**config.mk**
```make
export PLATFORM = sky130hd
export DESIGN_NAME = bandai2003_host_unlock_flat
export DESIGN_NICKNAME = d
export VERILOG_FILES = /design/src/rtl/bandai2003_pkg.sv /design/src/rtl/bandai2003_host_unlock_if.sv /design/src/rtl/bandai2003_serial_rx.sv /design/src/rtl/bandai2003_host_unlock.sv /design/src/flat_wrapper.sv
export SDC_FILE = /design/constraint.sdc
export NUM_CORES = 1
export LEC_CHECK = 0
export CORE_MARGIN = 1
export CORE_UTILIZATION = 35
export DETAILED_ROUTE_END_ITERATION = 10
export GPL_TIMING_DRIVEN = 1
export PLACE_DENSITY = 0.67
export SLEW_MARGIN = 30
export SYNTH_ARGS = -nofsm -noshare
export SYNTH_HDL_FRONTEND = slang
export SYNTH_SLANG_ARGS = --single-unit
```
**constraint.sdc**
```tcl
create_clock -name CLK -period 1.9 [get_ports CLK]
set_input_delay 0.285 -clock CLK [delete_from_list [all_inputs] [get_ports CLK]]
set_output_delay 0.285 -clock CLK [all_outputs]
set_load 0.01 [all_outputs]
```
**src/rtl/bandai2003_pkg.sv**
```systemverilog
// Shared constants, state encoding and error codes for the Bandai 2003 host unlock block.
package bandai2003_pkg;

    localparam logic [7:0] ADDR_ACK = 8'h5A;
    localparam logic [7:0] ADDR_NAK = 8'hA5;
    localparam logic [7:0] ADDR_NIH = 8'hFF;

    // One start bit, sixteen payload bits, one stop bit.
    localparam int FRAME_BITS = 18;
    localparam int DATA_BITS  = FRAME_BITS - 2;

    typedef enum logic [2:0] {
        IDLE,
        SEND_ACK,
        SEND_NAK,
        WAIT_START,
        SHIFT,
        STOP,
        DONE_S,
        FAIL
    } state_t;

    localparam logic [1:0] ERR_NONE    = 2'b00;
    localparam logic [1:0] ERR_TIMEOUT = 2'b01;
    localparam logic [1:0] ERR_STOP    = 2'b10;
    localparam logic [1:0] ERR_DATA    = 2'b11;

endpackage

```
**src/rtl/bandai2003_host_unlock_if.sv**
```systemverilog
// Cartridge-port / system-control signal bundle for the host unlock block.
interface bandai2003_host_unlock_if;

    logic        START;
    logic [7:0]  ADDR_O;
    logic        SI;
    logic        BUSY;
    logic        DONE;
    logic [1:0]  ERR;
    logic [15:0] RX_WORD;
    logic        CTRL1_B7;

    // slave: the unlock block itself; master: the system side driving it.
    modport slave (
        input  START, SI,
        output ADDR_O, BUSY, DONE, ERR, RX_WORD, CTRL1_B7
    );

    modport master (
        output START, SI,
        input  ADDR_O, BUSY, DONE, ERR, RX_WORD, CTRL1_B7
    );

endinterface

```
**src/rtl/bandai2003_serial_rx.sv**
```systemverilog
// Start detect, LSB-first payload shift, stop check and start timeout for the cartridge stream.
// Optional macro SI_SYNC_EN inserts a 2-flop synchronizer on SI.
module bandai2003_serial_rx
    import bandai2003_pkg::*;
#(
    parameter int          TIMEOUT = 64,
    parameter logic [15:0] EXPECT  = 16'h28A0
) (
    input  logic                 CLK,
    input  logic                 RST,
    input  state_t               state,
    input  logic                 clear,
    input  logic                 si,
    output logic                 start_det,
    output logic                 last_bit,
    output logic                 rx_ok,
    output logic                 rx_fail,
    output logic [1:0]           rx_err,
    output logic [DATA_BITS-1:0] word
);

    localparam int CW = $clog2(TIMEOUT + 1);
    localparam int BW = $clog2(DATA_BITS);

    logic                 si_s;
    logic [CW-1:0]        tmo_reg;
    logic [BW-1:0]        bit_reg;
    logic [DATA_BITS-1:0] word_reg;
    logic                 timeout_hit;
    logic                 stop_bad;

`ifdef SI_SYNC_EN
    logic [1:0] sync_reg;

    // Reset to the pull-up level so a fresh attempt never sees a phantom start bit.
    always_ff @(posedge CLK or posedge RST) begin
        if (RST) begin
            sync_reg <= 2'b11;
        end else begin
            sync_reg <= {sync_reg[0], si};
        end
    end

    assign si_s = sync_reg[1];
`else
    assign si_s = si;
`endif

    always_ff @(posedge CLK or posedge RST) begin
        if (RST) begin
            tmo_reg  <= '0;
            bit_reg  <= '0;
            word_reg <= '0;
        end else begin
            if (state == SEND_NAK) begin
                tmo_reg <= '0;
            end else if (state == WAIT_START && si_s && tmo_reg != CW'(TIMEOUT)) begin
                tmo_reg <= tmo_reg + 1'b1;
            end

            if (start_det) begin
                bit_reg <= '0;
            end else if (state == SHIFT) begin
                bit_reg <= bit_reg + 1'b1;
            end

            if (clear) begin
                word_reg <= '0;
            end else if (state == SHIFT) begin
                word_reg <= {si_s, word_reg[DATA_BITS-1:1]};
            end
        end
    end

    assign start_det   = (state == WAIT_START) && !si_s;
    assign timeout_hit = (state == WAIT_START) && si_s && (tmo_reg == CW'(TIMEOUT - 1));
    assign last_bit    = (state == SHIFT) && (bit_reg == BW'(DATA_BITS - 1));
    assign stop_bad    = (state == STOP) && (si_s || word_reg != EXPECT);

    assign rx_ok   = (state == STOP) && !si_s && (word_reg == EXPECT);
    assign rx_fail = timeout_hit || stop_bad;
    assign rx_err  = timeout_hit ? ERR_TIMEOUT : (si_s ? ERR_STOP : ERR_DATA);
    assign word    = word_reg;

endmodule

```
**src/rtl/bandai2003_host_unlock.sv**
```systemverilog
// Console-side initiator: sends the 5Ah/A5h unlock addresses, receives the cartridge reply
// and raises the SYSTEM_CTRL1 bit-7 grant. Optional macro SI_SYNC_EN (see bandai2003_serial_rx).
module bandai2003_host_unlock
    import bandai2003_pkg::*;
#(
    parameter int          TIMEOUT = 64,
    parameter logic [15:0] EXPECT  = 16'h28A0
) (
    input  logic                     CLK,
    input  logic                     RST,
    bandai2003_host_unlock_if.slave  bus
);

    state_t      state_reg;
    logic [7:0]  addr_reg;
    logic        busy_reg;
    logic        done_reg;
    logic [1:0]  err_reg;
    logic        ctrl1_b7_reg;

    logic        clear;
    logic        start_det;
    logic        last_bit;
    logic        rx_ok;
    logic        rx_fail;
    logic [1:0]  rx_err;
    logic [15:0] word;

    assign clear = (state_reg == IDLE) && bus.START;

    bandai2003_serial_rx #(
        .TIMEOUT (TIMEOUT),
        .EXPECT  (EXPECT)
    ) u_rx (
        .CLK       (CLK),
        .RST       (RST),
        .state     (state_reg),
        .clear     (clear),
        .si        (bus.SI),
        .start_det (start_det),
        .last_bit  (last_bit),
        .rx_ok     (rx_ok),
        .rx_fail   (rx_fail),
        .rx_err    (rx_err),
        .word      (word)
    );

    // Outputs are loaded together with the next state so they track it without glitches.
    always_ff @(posedge CLK or posedge RST) begin
        if (RST) begin
            state_reg    <= IDLE;
            addr_reg     <= ADDR_NIH;
            busy_reg     <= 1'b0;
            done_reg     <= 1'b0;
            err_reg      <= ERR_NONE;
            ctrl1_b7_reg <= 1'b0;
        end else begin
            case (state_reg)
                IDLE: begin
                    if (bus.START) begin
                        state_reg <= SEND_ACK;
                        addr_reg  <= ADDR_ACK;
                        busy_reg  <= 1'b1;
                        err_reg   <= ERR_NONE;
                    end
                end
                SEND_ACK: begin
                    state_reg <= SEND_NAK;
                    addr_reg  <= ADDR_NAK;
                end
                SEND_NAK: begin
                    state_reg <= WAIT_START;
                    addr_reg  <= ADDR_NIH;
                end
                WAIT_START: begin
                    if (start_det) begin
                        state_reg <= SHIFT;
                    end else if (rx_fail) begin
                        state_reg <= FAIL;
                        busy_reg  <= 1'b0;
                        err_reg   <= rx_err;
                    end
                end
                SHIFT: begin
                    if (last_bit) begin
                        state_reg <= STOP;
                    end
                end
                STOP: begin
                    busy_reg <= 1'b0;
                    if (rx_ok) begin
                        state_reg    <= DONE_S;
                        done_reg     <= 1'b1;
                        ctrl1_b7_reg <= 1'b1;
                    end else begin
                        state_reg <= FAIL;
                        err_reg   <= rx_err;
                    end
                end
                // The cartridge lock is one-shot: only reset leaves DONE_S or FAIL.
                default: begin
                    state_reg <= state_reg;
                end
            endcase
        end
    end

    assign bus.ADDR_O   = addr_reg;
    assign bus.BUSY     = busy_reg;
    assign bus.DONE     = done_reg;
    assign bus.ERR      = err_reg;
    assign bus.RX_WORD  = word;
    assign bus.CTRL1_B7 = ctrl1_b7_reg;

endmodule

```
**src/flat_wrapper.sv**
```systemverilog
// flat-port wrapper written by rule: the top's interface ports become plain ports
module bandai2003_host_unlock_flat import bandai2003_pkg::*;
#(
    parameter int          TIMEOUT = 64,
    parameter logic [15:0] EXPECT  = 16'h28A0
)
  (CLK, RST, bus_START, bus_SI, bus_ADDR_O, bus_BUSY, bus_DONE, bus_ERR, bus_RX_WORD, bus_CTRL1_B7);
  bandai2003_host_unlock_if bus_i ();
  input  logic CLK;
  input  logic RST;
  input wire logic [$bits(bus_i.START)-1:0] bus_START;
  input wire logic [$bits(bus_i.SI)-1:0] bus_SI;
  output wire logic [$bits(bus_i.ADDR_O)-1:0] bus_ADDR_O;
  output wire logic [$bits(bus_i.BUSY)-1:0] bus_BUSY;
  output wire logic [$bits(bus_i.DONE)-1:0] bus_DONE;
  output wire logic [$bits(bus_i.ERR)-1:0] bus_ERR;
  output wire logic [$bits(bus_i.RX_WORD)-1:0] bus_RX_WORD;
  output wire logic [$bits(bus_i.CTRL1_B7)-1:0] bus_CTRL1_B7;
  assign bus_i.START = bus_START;
  assign bus_i.SI = bus_SI;
  assign bus_ADDR_O = bus_i.ADDR_O;
  assign bus_BUSY = bus_i.BUSY;
  assign bus_DONE = bus_i.DONE;
  assign bus_ERR = bus_i.ERR;
  assign bus_RX_WORD = bus_i.RX_WORD;
  assign bus_CTRL1_B7 = bus_i.CTRL1_B7;
  bandai2003_host_unlock #(.TIMEOUT(TIMEOUT), .EXPECT(EXPECT)) u_core (.CLK(CLK), .RST(RST), .bus(bus_i));
endmodule
```
==> run_results.csv, run 1 <==
group,metric,value,unit
route,first_iter_violations,82,
sta,slew-limit-headroom,69.6,%
route,ant_nets,0,
grt,grt_max_degree,37,
power_and_ir_drop,combPwrFrac,2.2,%
critical_path,crit_path_end_kind,"flip-flop",
route,via_count,1460,
layout,drive_gt1_share,13.2,%
layout,nFillCells,490,
critical_path,r2r_slack,0.11,ns
power_and_ir_drop,power_switching,0.000305,W
placement,pre_cts_ws,0.0493,ns
floorplan,row_count,26,
min_path,hold_path.class,"input port to async pin",
clock_network,clk_pin_slew_worst_paths,0.08,ns
sta,finalWorstSetupSlack,0.109,ns
power_and_ir_drop,vdd.ir_drop.worst,0.000415,V
critical_path,r2r_start,"u_core.u_rx.tmo_reg[0]$_DFFE_PP0P_",
sta,finalHoldViolCount,0,
critical_path,rr_worst_depth,5,
critical_path,critPathLaunch,"u_core.u_rx.tmo_reg[0]$_DFFE_PP0P_",
critical_path,crit_fanout,4,
sta,rsz0062_at_grt,"false",
floorplan,io_pins,33,
placement,routabilityCongestion,0.835,
synth,yosys.area.top_type_share,44.9,%
outcome,outcome,"finished, final reports clean",
power_and_ir_drop,powerDensity,617,nW/um2
clock_network,clk_path_buf_depth,2,
synth,synth_cell_types,47,
grt,grt_remaining_overflow,0,
route,dr.pass1.iters,4,
layout,utilization,46.2,%
synth,syn_nets,194,
clock_network,ctsHoldBuffers,0,
power_and_ir_drop,leakagePower,1.08,nW
floorplan,coreArea,5170,um2
layout,area_growth,26.0,%
job,max-cap-violations,0,
grt,antenna_found_initial,0,
clock_network,cts_root_buf,"clkbuf_8",
route,post_drt_wl_per_cell,13.1,um
sta,period_share,94.3,%
layout,largest_reg_flops,16,
layout,final_net_count,228,
synth,yosys-top-cells-area,"dfrtp_1 45%, a22o_1 7.4%, a21oi_1 3.7%, buf_4 3.6%, nor2_1 3.6%",
synth,synth_area,1890,um2
grt,grt_usage,15.2,%
placement,placed_area,2270,um2
sta,period_needed,1.79,ns
synth,syn_area_per_cell,10.2,um2
floorplan,start_util,36.6,%
floorplan,die_h,75.6,um
critical_path,start_kind,"flip-flop",
route,wl,3810,um
route,vias_per_cell,5.03,
sta,tns,0,ns
clock_network,cts_max_level,2,
synth,synth_seq_cells,36,
synth,synth_warnings,0,
power_and_ir_drop,power_frac_seq,52.2,%
sta,skew,0.0123,ns
synth,synth_seq_area_share,47.7,%
clock_network,numClockSinks,36,
sta,setup-violations-final,0,
critical_path,required,2.07,ns
critical_path,cp.arrival,1.96,ns
synth,yosysTopAreaCell,"dfrtp_1",
synth,netlist_instances,185,
grt,grt_pass1_vias,1385,
clock_network,clk_latency,0.29,ns
floorplan,dieArea,5710,um2
placement,dpl.hpwl,2660,um
power_and_ir_drop,internal-power,0.00117,W
layout,antennaDiodeCount,0,
floorplan,fp.dieW,75.6,um
clock_network,cts-buffers-inserted,5,
grt,grt_pass1_wl,6420,um
critical_path,critPathKind,"flip-flop to flip-flop",
clock_network,cts_tree,"yes",
route,drc,0,
sta,finalMaxSlewViolations,0,
sta,hold_ws,0.389,ns
power_and_ir_drop,switching_share,20.7,%
sta,max_freq,558,MHz
power_and_ir_drop,p_clk_share,45.6,%
layout,design_area,2390,um2
placement,portBuffers,32,
sta,tightest_slew,0.454,ns
critical_path,r2r_end,"u_core.bus.BUSY$_DFFE_PP0P_",
critical_path,endpoint,"u_core.bus.BUSY$_DFFE_PP0P_",
[worst min-delay path by stage]
| stage | cells after the start | slack, ns | startpoint | to |
|---|---|---|---|---|
| finish | 3 | 0.39 | RST | u_core.state_reg[1]$_DFFE_PP0P_ |
| global route | 3 | 0.48 | RST | u_core.state_reg[0]$_DFFE_PP0P_ |
| CTS | 3 | 0.41 | RST | u_core.state_reg[1]$_DFFE_PP0P_ |
| detailed placement | 2 | 0.49 | u_core.bus.ERR[0]$_DFFE_PP0P_ | u_core.bus.ERR[0]$_DFFE_PP0P_ |
| global placement | 2 | 0.49 | u_core.bus.ERR[0]$_DFFE_PP0P_ | u_core.bus.ERR[0]$_DFFE_PP0P_ |
| floorplan | 1 | 0.42 | bus_SI | u_core.u_rx.word[15]$_DFFE_PP0P_ |
[worst max-delay path: stages (launching register included)]
cell	delay (ns)
dfrtp_1	0.41
ha_1	0.25
and4_1	0.21
and3b_2	0.23
a2bb2oi_2	0.22
mux2_1	0.34
[layer usage]
metal | global-route usage, % | vias to the layer above | routed length (um)
li1 | - | 728 | -
met1 | 20.5 | 705 | 1910
met2 | 23.7 | 22 | 1730
met3 | 4.76 | 5 | 121
met4 | 4.32 | 0 | 44
met5 | 0 | - | 0
[synth_stat cells, drive strengths merged]
cell type,n
nand2,12
nand4,3
dfrtp,34
xnor2,1
a31oi,1
or2,1
a311oi,1
nor4b,1
nand2b,3
and3,2
nand3,5
mux2,1
o2111ai,1
a21boi,1
nor2,18
nor4bb,1
ha,5
inv,8
and4,1
o22a,1
xor2,5
a221oi,2
a2bb2oi,1
nand3b,1
nor4,2
nand4b,1
and2,1
nor2b,3
o22ai,1
a21oi,14
buf,16
nor3,1
o21ai,10
dfstp,2
a22o,16
and3b,1
o31ai,2
a21o,1
mux2i,1
nor3b,3
[cells by family after synthesis]
family / Yosys count / synth area share [%]
mux: 2 / 1.12
compound gates: 52 / 19.9
simple gates: 60 / 17.2
fa+ha+maj: 5 / 3.30
buf+inv: 24 / 7.99
xor+xnor: 6 / 2.77
flops: 36 / 47.7
[what timing repair did]
action,4_1_cts,5_1_grt
gates resized for setup,0,1
buffers inserted,0,0
setup endpoints to repair,0,1
[power groups by stage]
| stage | sequential (W) | clock (W) | combinational, W |
|---|---|---|---|
| floorplan | 0.000783 | 0 | 0.0000139 |
| global placement | 0.000783 | 0 | 0.0000334 |
| detailed placement | 0.000783 | 0 | 0.0000340 |
| CTS | 0.000768 | 0.000692 | 0.0000341 |
| global route | 0.000768 | 0.000722 | 0.0000377 |
| finish | 0.000768 | 0.000672 | 0.0000321 |
[per-stage QoR]
stage | power, W | cells
floorplan | 0.000797 | 185
global placement | 0.000816 | 282
detailed placement | 0.000817 | 282
CTS | 0.00149 | 290
global route | 0.00153 | 290
finish | 0.00147 | 290
[layout make-up]
cell class | count | area (um2) | share of cell area (%)
multi-input combinational | 125 | 852 | 35.7
timing repair buffer | 43 | 403 | 16.9
clock buffer | 5 | 68.8 | 2.88
tap | 70 | 87.6 | 3.67
clock inverter | 3 | 42.5 | 1.78
sequential | 36 | 903 | 37.8
inverter | 8 | 30.0 | 1.26
[layout by cell type, fill, tap and decap left out, drive strengths merged, types with 2 or more instances in the layout]
cell type      netlist  routed
dfrtp               34      34
o31ai                2       2
nor3b                3       3
clkbuf               0       5
nand2               12      12
nand2b               3       3
nor2b                3       3
ha                   5       5
nor4                 2       2
buf                 16      11
a21oi               14      14
nand3                5       5
inv                  8       8
nand4                3       3
dfstp                2       2
clkdlybuf4s50        0      32
a221oi               2       2
o21ai               10      10
nor2                18      18
and3                 2       2
a22o                16      16
xor2                 5       5
(Power assumes the default switching activity.)
==> inputs of run 2 (changes only) <==
CTS_BUF_LIST = sky130_fd_sc_hd__clkbuf_8 sky130_fd_sc_hd__clkbuf_16   (was not set)
CTS_CLUSTER_DIAMETER = 50   (was not set)
==> results of run 2 <==
Same layout as run 1: the final DEF is identical, and so are final timing and power.
==> inputs of run 3 (changes only) <==
CORE_UTILIZATION = 50   (was 35)
PLACE_DENSITY = 0.86   (was 0.67)
clock period = 1.8 ns   (was 1.9 ns; I/O delays follow)
==> run_results.csv, run 3 (synthesized netlist as in run 1, its figures left out) <==
group,metric,value,unit
outcome,outcome,"finished, final reports clean",
grt,grt_pass1_wl,6730,um
placement,dp.cells,259,
clock_network,cts_max_level,2,
sta,setup-violations-final,0,
placement,dpl.hpwl,2800,um
placement,portBuffers,32,
power_and_ir_drop,powerDensity,617,nW/um2
clock_network,numClockSinks,36,
clock_network,cts_tree,"yes",
grt,antenna_found_initial,0,
sta,rsz0062_at_grt,"false",
sta,tightest_slew,0.486,ns
sta,tns,0,ns
placement,pre_cts_ws,0.00748,ns
clock_network,cts-buffers-inserted,5,
job,max-cap-violations,0,
layout,fin_cells,267,
sta,finalMaxSlewViolations,0,
layout,final_net_count,229,
layout,antennaDiodeCount,0,
sta,finalHoldViolCount,0,
route,vias_per_cell,5.66,
route,ant_nets,0,
critical_path,critPathKind,"flip-flop to flip-flop",
sta,finalWorstSetupSlack,0.0732,ns
sta,slew-limit-headroom,67.6,%
floorplan,row_count,21,
sta,max_freq,579,MHz
layout,layout.cells.most_common,"dfrtp_1",
floorplan,dieArea,4040,um2
critical_path,cp.arrival,1.91,ns
floorplan,fp.dieW,63.6,um
critical_path,required,1.98,ns
layout,drive_gt1_share,14.5,%
critical_path,crit_fanout,4,
sta,period_needed,1.73,ns
clock_network,post_cts_buffers,0,
layout,layout_common_cells,"33 x dfrtp_1, 32 x clkdlybuf4s50_1, 18 x nor2_1",
grt,grt_remaining_overflow,0,
floorplan,coreArea,3470,um2
power_and_ir_drop,leakagePower,1.08,nW
clock_network,clk_pin_slew_worst_paths,0.07,ns
route,via_count,1510,
floorplan,io_pins,33,
clock_network,clk_path_buf_depth,2,
power_and_ir_drop,vdd.ir_drop.worst,0.000441,V
sta,period_share,95.9,%
layout,area_growth,25.4,%
route,dr.pass1.iters,6,
placement,routabilityCongestion,0.806,
floorplan,die_h,63.6,um
route,drc,0,
grt,grt_max_degree,37,
grt,grt_pass1_vias,1441,
floorplan,start_util,54.6,%
route,wl,4130,um
clock_network,cts_root_buf,"clkbuf_8",
sta,skew,0.00182,ns
critical_path,crit_path_end_kind,"flip-flop",
min_path,hold_path.class,"input port to async pin",
grt,grt_usage,22.0,%
route,post_drt_wl_per_cell,15.5,um
clock_network,clk_latency,0.30,ns
critical_path,start_kind,"flip-flop",
layout,largest_reg_flops,16,
route,first_iter_violations,127,
run 3: changes by cell type in the layout (fill, tap and decap cells not counted), sizes merged:
cell      previous run  this run
buf                 11        12
clkinvlp             1         2
clkbuf               5         6
clkinv               1         0
bufinv               1         0
run 3: metrics by stage:
| step | hold slack [ns] | utilization, % | total power (W) | area, um2 |
|---|---|---|---|---|
| after floorplan | 0.403 | - | 0.000841 | 1890 |
| after global placement | 0.491 | 64.8 | 0.000863 | 2250 |
| after detailed placement | 0.495 | 64.8 | 0.000863 | 2250 |
| after CTS | 0.396 | 67.6 | 0.00147 | 2340 |
| after global routing | 0.426 | 68.5 | 0.00151 | 2370 |
| final | 0.374 | 68.5 | 0.00147 | 2370 |
run 3: power by group:
group / leakage (nW) / total (W) / internal, W / switching, W
sequential: 0.456 / 0.000810 / 0.000810 / 0.000000751
combinational: 0.581 / 0.0000360 / 0.0000136 / 0.0000224
clock: 0.0434 / 0.000620 / 0.000310 / 0.000310
total: 1.08 / 0.00147 / 0.00113 / 0.000333
run 3: final cells by class:
class / instances / area, um2
repair buffers: 44 / 410
well taps: 46 / 57.6
clock inverters: 2 / 15.0
flip-flops and latches: 36 / 905
fillers: 258 / 1090
clock buffers: 6 / 82.6
inverters: 8 / 30.0
multi-input cells: 125 / 875
run 3: per-layer routing:
layer	up-vias	part of all wire, %	track usage, %
met5	-	0	0
met4	0	1.4	11.4
met3	5	3.9	4.71
met2	41	50	34.0
met1	742	44	28.8
li1	722	-	-
run 3: path summary, 6_finish.rpt:
kind | slack [ns] | to | cells after the start | start
worst min register to register | 0.52 | u_core.bus.DONE$_DFFE_PP0P_ | 1 | u_core.bus.DONE$_DFFE_PP0P_
max in group asynchronous | 1.08 | u_core.bus.ADDR_O[5]$_DFFE_PP1P_ | 3 | RST
worst max register to register | 0.07 | u_core.bus.BUSY$_DFFE_PP0P_ | 5 | u_core.u_rx.tmo_reg[0]$_DFFE_PP0P_
min in group CLK | 0.52 | u_core.bus.DONE$_DFFE_PP0P_ | 1 | u_core.bus.DONE$_DFFE_PP0P_
worst min-delay path | 0.37 | u_core.u_rx.word[3]$_DFFE_PP0P_ | 3 | RST
worst max-delay path | 0.07 | u_core.bus.BUSY$_DFFE_PP0P_ | 5 | u_core.u_rx.tmo_reg[0]$_DFFE_PP0P_
run 3: critical path: stages (launching register included):
cell and delay [ns]:
dfrtp_1 0.42, ha_2 0.21, and4_1 0.21, and3b_2 0.24, a2bb2oi_4 0.19, mux2_1 0.34
run 3: what timing repair did:
action                                  CTS  global route
endpoints found under the setup margin    0             4
hold buffers                              0             0
hold endpoints to repair                  0             0
gates resized for setup                   0             5
